[src/rtl/uart_pkg.sv]
// Shared UART definitions: receive-entry format, data width and parity modes.
package uart_pkg;

  localparam int unsigned UART_DATA_W = 8;

  // Parity configuration shared by the transmitter and receiver.
  typedef enum logic [1:0] {
    PARITY_NONE = 2'd0,
    PARITY_EVEN = 2'd1,
    PARITY_ODD  = 2'd2
  } parity_mode_t;

  // One queued receive entry: parity-error flag above the data byte.
  typedef struct packed {
    logic                   perr;
    logic [UART_DATA_W-1:0] data;
  } rx_entry_t;

endpackage

[src/rtl/uart_fifo_mem.sv]
// Storage array for the receive FIFO: synchronous write, asynchronous read.
module uart_fifo_mem
  import uart_pkg::*;
#(
  parameter int unsigned DEPTH = 16,
  parameter int unsigned AW    = $clog2(DEPTH)
) (
  input  logic            clk,
  input  logic            we,
  input  logic [AW-1:0]   waddr,
  input  rx_entry_t       wdata,
  input  logic [AW-1:0]   raddr,
  output rx_entry_t       rdata
);

  rx_entry_t mem [DEPTH];

  // Write the entry on the clock edge; contents are never reset.
  always_ff @(posedge clk) begin
    if (we) begin
      mem[waddr] <= wdata;
    end
  end

  assign rdata = mem[raddr];

endmodule

[src/rtl/uart_rx_fifo.sv]
// Receive FIFO behind the UART receiver: queues bytes with their parity flag,
// drains through valid/ready, reports fill level, almost-full and sticky overflow.
module uart_rx_fifo
  import uart_pkg::*;
#(
  parameter int unsigned DEPTH     = 16,
  parameter int unsigned AFULL_LVL = 12,
  parameter int unsigned CNT_W     = $clog2(DEPTH) + 1
) (
  input  logic                   clk,
  input  logic                   reset_n,
  input  logic [UART_DATA_W-1:0] rx_data,
  input  logic                   rx_valid,
  input  logic                   parity_error,
  input  logic                   rd_ready,
  output logic                   rd_valid,
  output logic [UART_DATA_W-1:0] rd_data,
  output logic                   rd_perr,
  output logic [CNT_W-1:0]       count,
  output logic                   full,
  output logic                   almost_full,
  output logic                   overflow,
  input  logic                   ovf_clr
);

  localparam int unsigned AW    = $clog2(DEPTH);
  localparam int unsigned PTR_W = AW + 1;

  logic [PTR_W-1:0] wr_ptr;
  logic [PTR_W-1:0] rd_ptr;
  logic             empty;
  logic             push;
  logic             pop;
  logic             drop;
  rx_entry_t        wr_entry;
  rx_entry_t        head;

  // Pointer-derived status; the MSB of each pointer is the wrap bit.
  assign empty       = (wr_ptr == rd_ptr);
  assign full        = (wr_ptr[PTR_W-1] != rd_ptr[PTR_W-1]) &&
                       (wr_ptr[AW-1:0] == rd_ptr[AW-1:0]);
  assign count       = CNT_W'(wr_ptr - rd_ptr);
  assign almost_full = (count >= CNT_W'(AFULL_LVL));
  assign rd_valid    = !empty;

  // A pop in the same cycle frees a slot, so a full FIFO still accepts the byte.
  assign pop  = rd_valid && rd_ready;
  assign push = rx_valid && (!full || pop);
  assign drop = rx_valid && full && !pop;

  assign wr_entry.perr = parity_error;
  assign wr_entry.data = rx_data;

  uart_fifo_mem #(
    .DEPTH (DEPTH),
    .AW    (AW)
  ) u_mem (
    .clk   (clk),
    .we    (push),
    .waddr (wr_ptr[AW-1:0]),
    .wdata (wr_entry),
    .raddr (rd_ptr[AW-1:0]),
    .rdata (head)
  );

  // Head entry is shown only while the FIFO holds data.
  assign rd_data = rd_valid ? head.data : '0;
  assign rd_perr = rd_valid ? head.perr : 1'b0;

  // Advance write and read pointers on push and pop.
  always_ff @(posedge clk or negedge reset_n) begin
    if (!reset_n) begin
      wr_ptr <= '0;
      rd_ptr <= '0;
    end else begin
      if (push) begin
        wr_ptr <= wr_ptr + PTR_W'(1);
      end
      if (pop) begin
        rd_ptr <= rd_ptr + PTR_W'(1);
      end
    end
  end

  // Sticky overflow; a drop in the same cycle as a clear keeps it set.
  always_ff @(posedge clk or negedge reset_n) begin
    if (!reset_n) begin
      overflow <= 1'b0;
    end else if (drop) begin
      overflow <= 1'b1;
    end else if (ovf_clr) begin
      overflow <= 1'b0;
    end
  end

endmodule

[config.mk]
export PLATFORM = sky130hd
export DESIGN_NAME = uart_rx_fifo
export DESIGN_NICKNAME = d
export VERILOG_FILES = /design/src/rtl/uart_pkg.sv /design/src/rtl/uart_fifo_mem.sv /design/src/rtl/uart_rx_fifo.sv
export SDC_FILE = /design/constraint.sdc
export NUM_CORES = 1
export LEC_CHECK = 0
export BUFFER_PORTS_ARGS = -buffer_cell sky130_fd_sc_hd__buf_4
export CORE_MARGIN = 3
export CORE_UTILIZATION = 56
export CTS_CLUSTER_DIAMETER = 100
export CTS_CLUSTER_SIZE = 28
export DETAILED_ROUTE_END_ITERATION = 8
export PLACE_DENSITY_LB_ADDON = 0.08
export RECOVER_POWER = 25
export SYNTH_ARGS = -nofsm -noshare
export SYNTH_HDL_FRONTEND = slang
export SYNTH_SLANG_ARGS = --single-unit
[constraint.sdc]
create_clock -name clk -period 9.3 [get_ports clk]
set_clock_uncertainty 0.2 [all_clocks]
set_input_delay 1.395 -clock clk [delete_from_list [all_inputs] [get_ports clk]]
set_output_delay 1.395 -clock clk [all_outputs]
set_load 0.03 [all_outputs]
==> results of run 1 <==
[synthesized netlist by cell type (all sizes together), types with 2 or more instances]
library cell	instances	area, sq um
mux2i	8	80.1
o31ai	2	15.0
and3	14	87.6
xnor2	10	87.6
nand3	3	15.0
mux2	9	101
nor2	4	15.0
a21oi	9	45.0
clkbuf	5	18.8
mux4	36	878
nand4	3	18.8
ha	9	113
inv	9	33.8
nor4b	2	17.5
o21ai	11	58.8
nor2b	2	12.5
edfxtp	144	4320
buf	11	75.1
nand2	6	22.5
dfrtp	11	275
and2	4	25.0
[metal layers]
| metal | wire length [microns] | track usage | vias up |
|---|---|---|---|
| met3 | 638 | 0.0567 | 19 |
| met1 | 4980 | 0.270 | 1588 |
| met2 | 5890 | 0.326 | 100 |
| met4 | 304 | 0.0873 | 0 |
| met5 | 0 | 0 | - |
| li1 | - | - | 1397 |
[state kept, by name (all words and copies together) (netlist names)]
signal	cells
overflow	1
wr_ptr	5
rd_ptr	5
u_mem.mem	144
[worst paths after layout]
kind / end
worst max-delay path: rd_data[6]
worst min-delay path: rd_ptr[4]
worst max register to register: u_mem.mem[7][0]
worst min register to register: rd_ptr[4]
max in group asynchronous: rd_ptr[0]
min in group asynchronous: wr_ptr[1]
[critical path: stages (launching register included)]
cell      delay (ns)
dfrtp_1         0.90
inv_1           0.55
ha_1            0.49
and4_1          0.19
nand2_1         0.42
o31ai_1         0.15
a211oi_1        0.24
buf_4           0.21
[through the flow]
stage	hold slack (ns)	setup slack, ns	util
after global placement	0.281	4.61	0.613
after detailed placement	0.290	4.55	0.613
after floorplan	0.265	4.98	-
after global routing	0.314	3.84	0.666
final	0.301	4.14	0.666
after CTS	0.301	4.11	0.669
[final cells by class]
type / count / area (sq um) / area share
Tap cell: 140 / 175 / 0.0238
Sequential cell: 155 / 4600 / 0.626
Clock inverter: 14 / 184 / 0.0250
Timing Repair Buffer: 34 / 229 / 0.0312
Multi-Input combinational cell: 142 / 1700 / 0.231
Inverter: 9 / 33.8 / 0.00460
Clock buffer: 18 / 429 / 0.0584
[report_power, final]
part,total [W],internal [W],switching [W]
clock network,0.000708,0.000428,0.000280
registers,0.000941,0.000850,0.0000912
logic,0.000975,0.000429,0.000546
total,0.00262,0.00171,0.000917
[logic make-up (layout without fill, tap and decap cells)]
kind of cell / after synthesis / after routing
flops: 155 / 155
mux: 53 / 53
simple gates: 41 / 41
compound gates: 27 / 27
buf+inv: 25 / 75
xor+xnor: 11 / 11
fa+ha+maj: 10 / 10
==> results_dict.tcl, run 1 <==
set metrics [dict create \
    ir_drop_mv 0.456 \
    drtIter0Drc 289 \
    place_area_sq_um 6760 \
    ys_ff_latch 155 \
    setup_viol_count_final 0 \
    start_util 0.581 \
    slew_headroom 0.412 \
    postSynthAreaPerCell_sq_um 19.9 \
    drv_slew 0 \
    fmax_ghz 0.194 \
    grtUsageTotal 0.205 \
    dp.cells 480 \
    finalSetupTns_ns 0 \
    io-pin-count 32 \
    grt_max_degree 41 \
    reg2regPathDepth 6 \
    endpoint_kind "output port" \
    tightest_slew_ns 0.882 \
    nFillCells 712 \
    p_leak_nw 2.58 \
    synth-edff-count 144 \
    tritoncts "done" \
    antenna_found_initial 0 \
    cts.hold.buffers_added 0 \
    finalPower_w 0.00262 \
    synthCells 322 \
    critPathLaunchType "register" \
    startpoint "rd_ptr[3]" \
    grt_pass1_vias 3216 \
    finalInstanceArea_sq_um 7350 \
    dieWidth_microns 113 \
    syn_nets 346 \
    grt_pass1_wl_microns 18500 \
    worstPathArrival_ns 3.57 \
    rrSetupSlack_ns 5.45 \
    hp-class "register to register" \
    timing.final.hold_violations 0 \
    nets 383 \
    viasPerCell 6.06 \
    dpl.hpwl_microns 7300 \
    drc 0 \
    ys_seq_area_frac 0.717 \
    finalCritPeriodShare 0.555 \
    htree_levels 4 \
    wl_microns 11800 \
    clk_pin_slew_worst_paths_ns 0.06 \
    cts.sinks 155 \
    synth_compound_area_frac 0.0248 \
    yosysWarningCount 0 \
    rows 38 \
    drt_first_pass_iters 4 \
    via_count 3104 \
    synth_cell_types 37 \
    gp_congestion 0.769 \
    cts_setup_buffers 0 \
    worstHoldStart "rd_ptr[4]" \
    finalCriticalPeriod_ns 5.16 \
    wl_per_cell_microns 23.1 \
    cts_inserted_buffers 17 \
    die_area_sq_um 12800 \
    ctsLongestPathBuffers 2 \
    outcome "finished, final reports clean" \
    io_buffers 31 \
    rsz0062_at_grt "no" \
    synth_mux_area_frac 0.165 \
    clk-insertion-delay-late_ns 0.41 \
    grt_overflow 0 \
    ys.flop_type "edfxtp_1" \
    path_max_fanout 21 \
    async_flop_share 0.0710 \
    core_sq_um 11000 \
    synth_area_sq_um 6410 \
    drive_gt1_frac 0.239 \
    synth-xor-area-share 0.0150 \
    hold_depth 1 \
    instances_no_fill 512 \
    required_ns 7.71 \
    max_cap_viol_count 0 \
    power.density_nw_per_um2 357 \
    synth_top_family_by_area "multiplexers" \
    cts-root-buf "clkbuf_16" \
    crit_type "register to output port" \
    area_growth_pct 14.6 \
    antenna_cells 0 \
    yosys.area_share.simple 0.0369 \
    final_common_cell "edfxtp_1" \
    synthAdderAreaFrac 0.0207 \
    final_cell_mix "144 x edfxtp_1, 27 x buf_4, 18 x mux4_2, 18 x mux4_1, 17 x clkbuf_16" \
    postRouteAntennaNets 0 \
    cts_repair_resize_count 0 \
    timing.rr.start "rd_ptr[3]" \
    die_h_microns 113 \
]
Note: power is estimated with default switching activity, not from simulation.
==> run 2, diff against run 1 <==
==> constraint.sdc (replaced) <==
create_clock -name clk -period 5.3 [get_ports clk]
set_clock_uncertainty 0.2 [all_clocks]
set_input_delay 0.795 -clock clk [delete_from_list [all_inputs] [get_ports clk]]
set_output_delay 0.795 -clock clk [all_outputs]
set_load 0.03 [all_outputs]
==> results_dict.tcl, run 2 (synthesis gave the netlist of run 1 again) <==
set metrics [dict create \
    slew_headroom 0.511 \
    tritoncts "done" \
    clk_pin_slew_worst_paths_ns 0.06 \
    tightest_slew_ns 0.731 \
    wl_per_cell_microns 23.3 \
    core_sq_um 11000 \
    p_int_w 0.00297 \
    rows 38 \
    wl_microns 12100 \
    largest_register_ffs 144 \
    clk-insertion-delay-late_ns 0.42 \
    finalSetupTns_ns 0 \
    nets 389 \
    hold_ws_ns 0.301 \
    combPwrFrac 0.392 \
    timing.rr.start "rd_ptr[1]" \
    p_clk_frac 0.260 \
    required_ns 4.30 \
    die_h_microns 113 \
    ir_drop_mv 0.838 \
    grt_pass1_wl_microns 18800 \
    finalPower_w 0.00458 \
    final_common_cell "edfxtp_1" \
    hp-class "register to register" \
    largestRegisters "u_mem.mem x144, rd_ptr x5, wr_ptr x5" \
    p_sw_frac 0.352 \
    drtIter0Drc 281 \
    crit_type "register to output port" \
    gr-usage-met1 0.289 \
    drc 0 \
    finalCriticalPeriod_ns 3.86 \
    setup_ws_ns 1.44 \
    drive_gt1_frac 0.249 \
    place_ws_ns 1.85 \
    grtUsageTotal 0.208 \
    grt_overflow 0 \
    power.density_nw_per_um2 621 \
    p_leak_nw 2.60 \
    busiest_layer "met2" \
    nFillCells 757 \
    worstHoldStart "rd_ptr[4]" \
    power_frac_seq 0.348 \
    viasPerCell 5.99 \
    area_growth_pct 14.9 \
    rsz0062_at_grt "no" \
    cts_inserted_buffers 17 \
    hold_depth 1 \
    r2r-end "u_mem.mem[13][8]" \
    antenna_found_initial 0 \
    drt_first_pass_iters 4 \
    drv_slew 0 \
    start_util 0.581 \
    path_max_fanout 14 \
    via_count 3101 \
    grt_util_met2 0.325 \
    gp_congestion 0.762 \
    timing.final.hold_violations 0 \
    grt_pass1_vias 3189 \
    ctsLongestPathBuffers 2 \
    htree_levels 4 \
    reg2regPathDepth 6 \
    worstPathArrival_ns 2.87 \
    endpoint_kind "output port" \
    postRouteAntennaNets 0 \
    cts-root-buf "clkbuf_16" \
    final_cell_mix "144 x edfxtp_1, 32 x buf_4, 18 x mux4_2, 18 x mux4_1, 17 x clkbuf_16" \
    top_register "u_mem.mem" \
    cts.sinks 155 \
    critPathLaunchType "register" \
    grt_max_degree 25 \
    grt_use_met3 0.0481 \
    switchingPower_w 0.00161 \
    io_buffers 31 \
    io-pin-count 32 \
    rrSetupSlack_ns 2.17 \
    outcome "finished, final reports clean" \
    max_cap_viol_count 0 \
    dieWidth_microns 113 \
    antenna_cells 0 \
    dpl.hpwl_microns 7400 \
    fmax_ghz 0.259 \
    die_area_sq_um 12800 \
    setup_viol_count_final 0 \
    cts_repair_resize_count 0 \
    finalCritPeriodShare 0.729 \
    worst_hold_path.endpoint "rd_ptr[4]" \
]
-- run 2: cell count changes in the layout (fill, tap and decap cells not counted), sizes merged --
cell | before | now
bufinv | 3 | 2
clkinvlp | 2 | 3
dlygate4sd3 | 0 | 1
clkinv | 4 | 2
buf | 27 | 32
inv | 14 | 16
-- run 2: worst max-delay path by stage --
stage | slack [ns] | start | endpoint
CTS | 1.39 | rd_ptr[1] | rd_data[6]
detailed placement | 1.85 | rd_ptr[1] | rd_data[6]
global route | 1.26 | rd_ptr[1] | rd_data[6]
floorplan | 1.58 | rd_ptr[2] | rd_data[6]
finish | 1.44 | rd_ptr[1] | rd_data[6]
global placement | 1.87 | rd_ptr[1] | rd_data[6]
-- run 2: stage by stage --
stage / instances / util / area [sq um]
3_3_place_gp: 485 / 0.616 / 6800
2_1_floorplan: 322 / - / 6410
6_report: 518 / 0.668 / 7370
5_1_grt: 518 / 0.668 / 7370
3_5_place_dp: 485 / 0.616 / 6800
4_1_cts: 518 / 0.670 / 7400
-- run 2: repair_timing --
item / in CTS / in global routing
hold buffers: 1 / 0
hold endpoints to repair: 11 / 0
setup buffers: 0 / 0
-- run 2: worst max-delay path: stages (launching register included) --
cell	delay, ns
dfrtp_1	0.37
inv_1	0.46
ha_1	0.37
and4_1	0.21
nand2_1	0.39
o31ai_1	0.15
a211oi_1	0.28
buf_4	0.23
-- run 2: layout make-up --
| class | count | area, sq um | share of cell area |
|---|---|---|---|
| flip-flops and latches | 155 | 4600 | 0.624 |
| multi-input cells | 142 | 1700 | 0.230 |
| clock buffers | 18 | 429 | 0.0582 |
| repair buffers | 40 | 277 | 0.0375 |
| well taps | 140 | 175 | 0.0238 |
| clock inverters | 14 | 158 | 0.0214 |
| inverters | 9 | 33.8 | 0.00458 |
-- run 2: metal layers --
layer	share of wire	wire [microns]
met3	0.059	714
met4	0.0036	44
met5	0	0
met1	0.43	5220
met2	0.50	6090
-- run 2: power by group through the flow --
stage	Sequential, W	Combinational (W)	Clock [W]
detailed placement	0.00162	0.00181	0
global route	0.00161	0.00193	0.00126
finish	0.00159	0.00179	0.00119
global placement	0.00162	0.00179	0
CTS	0.00160	0.00182	0.00122
floorplan	0.00156	0.00133	0
==> run 3, diff against run 2 <==
--- a/config.mk
+++ b/config.mk
@@ -7,7 +7,7 @@
 export LEC_CHECK = 0
 export BUFFER_PORTS_ARGS = -buffer_cell sky130_fd_sc_hd__buf_4
 export CORE_MARGIN = 3
-export CORE_UTILIZATION = 56
+export CORE_UTILIZATION = 55
 export CTS_CLUSTER_DIAMETER = 100
 export CTS_CLUSTER_SIZE = 28
 export DETAILED_ROUTE_END_ITERATION = 8
==> constraint.sdc (replaced) <==
create_clock -name clk -period 3.5 [get_ports clk]
set_clock_uncertainty 0.2 [all_clocks]
set_input_delay 0.525 -clock clk [delete_from_list [all_inputs] [get_ports clk]]
set_output_delay 0.525 -clock clk [all_outputs]
set_load 0.03 [all_outputs]
==> results_dict.tcl, run 3 (synthesis gave the netlist of run 1 again) <==
set metrics [dict create \
    cts.sinks 155 \
    max_cap_viol_count 0 \
    start_util 0.576 \
    drc 0 \
    finalSetupTns_ns 0 \
    rows 38 \
    drtIter0Drc 241 \
    tightest_slew_ns 0.677 \
    largest_register_ffs 144 \
    grt_overflow 0 \
    cts_setup_buffers 0 \
    die_area_sq_um 13000 \
    io_buffers 31 \
    grt_pass1_vias 3205 \
    cts.hold.buffers_added 1 \
    outcome "finished, final reports clean" \
    switchingPower_w 0.00241 \
    largestRegisters "u_mem.mem x144, rd_ptr x5, wr_ptr x5" \
    path_max_fanout 35 \
    hold_depth 2 \
    io-pin-count 32 \
    final_cell_mix "144 x edfxtp_1, 31 x buf_4, 18 x mux4_2, 18 x mux4_1, 17 x clkbuf_16" \
    tritoncts "done" \
    dpl.hpwl_microns 7500 \
    timing.final.hold_violations 0 \
    grt_max_degree 36 \
    postRouteAntennaNets 0 \
    drive_gt1_frac 0.243 \
    antenna_found_initial 0 \
    finalCriticalPeriod_ns 3.26 \
    cts_inserted_buffers 17 \
    grtUsageTotal 0.206 \
    clk-insertion-delay-late_ns 0.43 \
    cts_repair_resize_count 0 \
    finalCritPeriodShare 0.932 \
    p_sw_frac 0.338 \
    core_sq_um 11100 \
    final_common_cell "edfxtp_1" \
    dieWidth_microns 114 \
    ctsLongestPathBuffers 2 \
    grt_pass1_wl_microns 18800 \
    p_clk_frac 0.273 \
    nets 390 \
    instances_no_fill 519 \
    nFillCells 763 \
    top_register "u_mem.mem" \
    endpoint_kind "output port" \
    power_frac_seq 0.336 \
    rsz0062_at_grt "no" \
    htree_levels 4 \
    clk_pin_slew_worst_paths_ns 0.06 \
    ir_drop_mv 1.56 \
    die_h_microns 114 \
    reg2regPathDepth 5 \
    fmax_ghz 0.306 \
    worstPathArrival_ns 2.54 \
    dp.cells 486 \
    wl_microns 12200 \
    drt_first_pass_iters 4 \
    wl_per_cell_microns 23.6 \
    slew_headroom 0.548 \
    hp-class "input port to register" \
    cts-root-buf "clkbuf_16" \
    power.density_nw_per_um2 957 \
    setup_viol_count_final 0 \
    required_ns 2.77 \
    area_growth_pct 15.9 \
    viasPerCell 5.92 \
    critPathLaunchType "register" \
    via_count 3075 \
    crit_type "register to output port" \
    antenna_cells 0 \
    drv_slew 0 \
    p_leak_nw 2.63 \
    p_int_w 0.00471 \
    gp_congestion 0.790 \
    combPwrFrac 0.391 \
]
-- run 3: through the flow --
stage,setup WS [ns],instance area (sq um),utilization,hold WS [ns],total power [W]
3_3_place_gp,0.695,6820,0.613,0.170,0.00520
5_1_grt,0.120,7430,0.668,0.0957,0.00747
4_1_cts,0.200,7460,0.670,0.0876,0.00720
6_report,0.237,7430,0.668,0.113,0.00711
2_1_floorplan,0.0483,6410,-,0.0294,0.00438
3_5_place_dp,0.635,6820,0.613,0.168,0.00525
-- run 3: power by group through the flow --
stage	clock network (W)	logic, W	registers [W]
finish	0.00194	0.00278	0.00239
detailed placement	0	0.00282	0.00243
global route	0.00206	0.00300	0.00241
floorplan	0	0.00201	0.00237
global placement	0	0.00279	0.00241
CTS	0.00198	0.00284	0.00239
-- run 3: area by class of cell --
cell class	count	area, sq um	share of cell area
clock buffers	18	429	0.0578
multi-input cells	142	1700	0.228
repair buffers	41	293	0.0394
clock inverters	14	200	0.0269
well taps	140	175	0.0236
flip-flops and latches	155	4600	0.619
inverters	9	33.8	0.00455
-- run 3: layer usage --
layer	track usage	share of wire	vias to the layer above
li1	-	-	1407
met1	0.266	0.43	1585
met2	0.346	0.52	79
met3	0.0499	0.045	4
met4	0.0721	0.0048	0
met5	0	0	-
-- run 3: final timing paths --
check / startpoint / endpoint / slack [ns]
worst max-delay path: rd_ptr[0] / rd_data[1] / 0.24
worst min-delay path: ovf_clr / overflow / 0.11
worst max register to register: wr_ptr[2] / u_mem.mem[13][8] / 0.60
worst min register to register: wr_ptr[4] / wr_ptr[4] / 0.29
max in group asynchronous: reset_n / rd_ptr[3] / 2.66
min in group asynchronous: reset_n / wr_ptr[3] / 0.27
-- run 3: worst max-delay path, stage by stage, from the launching register on --
cell and delay [ns]:
dfrtp_2 0.47, buf_12 0.30, mux4_1 0.62, mux2_2 0.28, o21ai_1 0.17, a21oi_1 0.07
buf_4 0.18
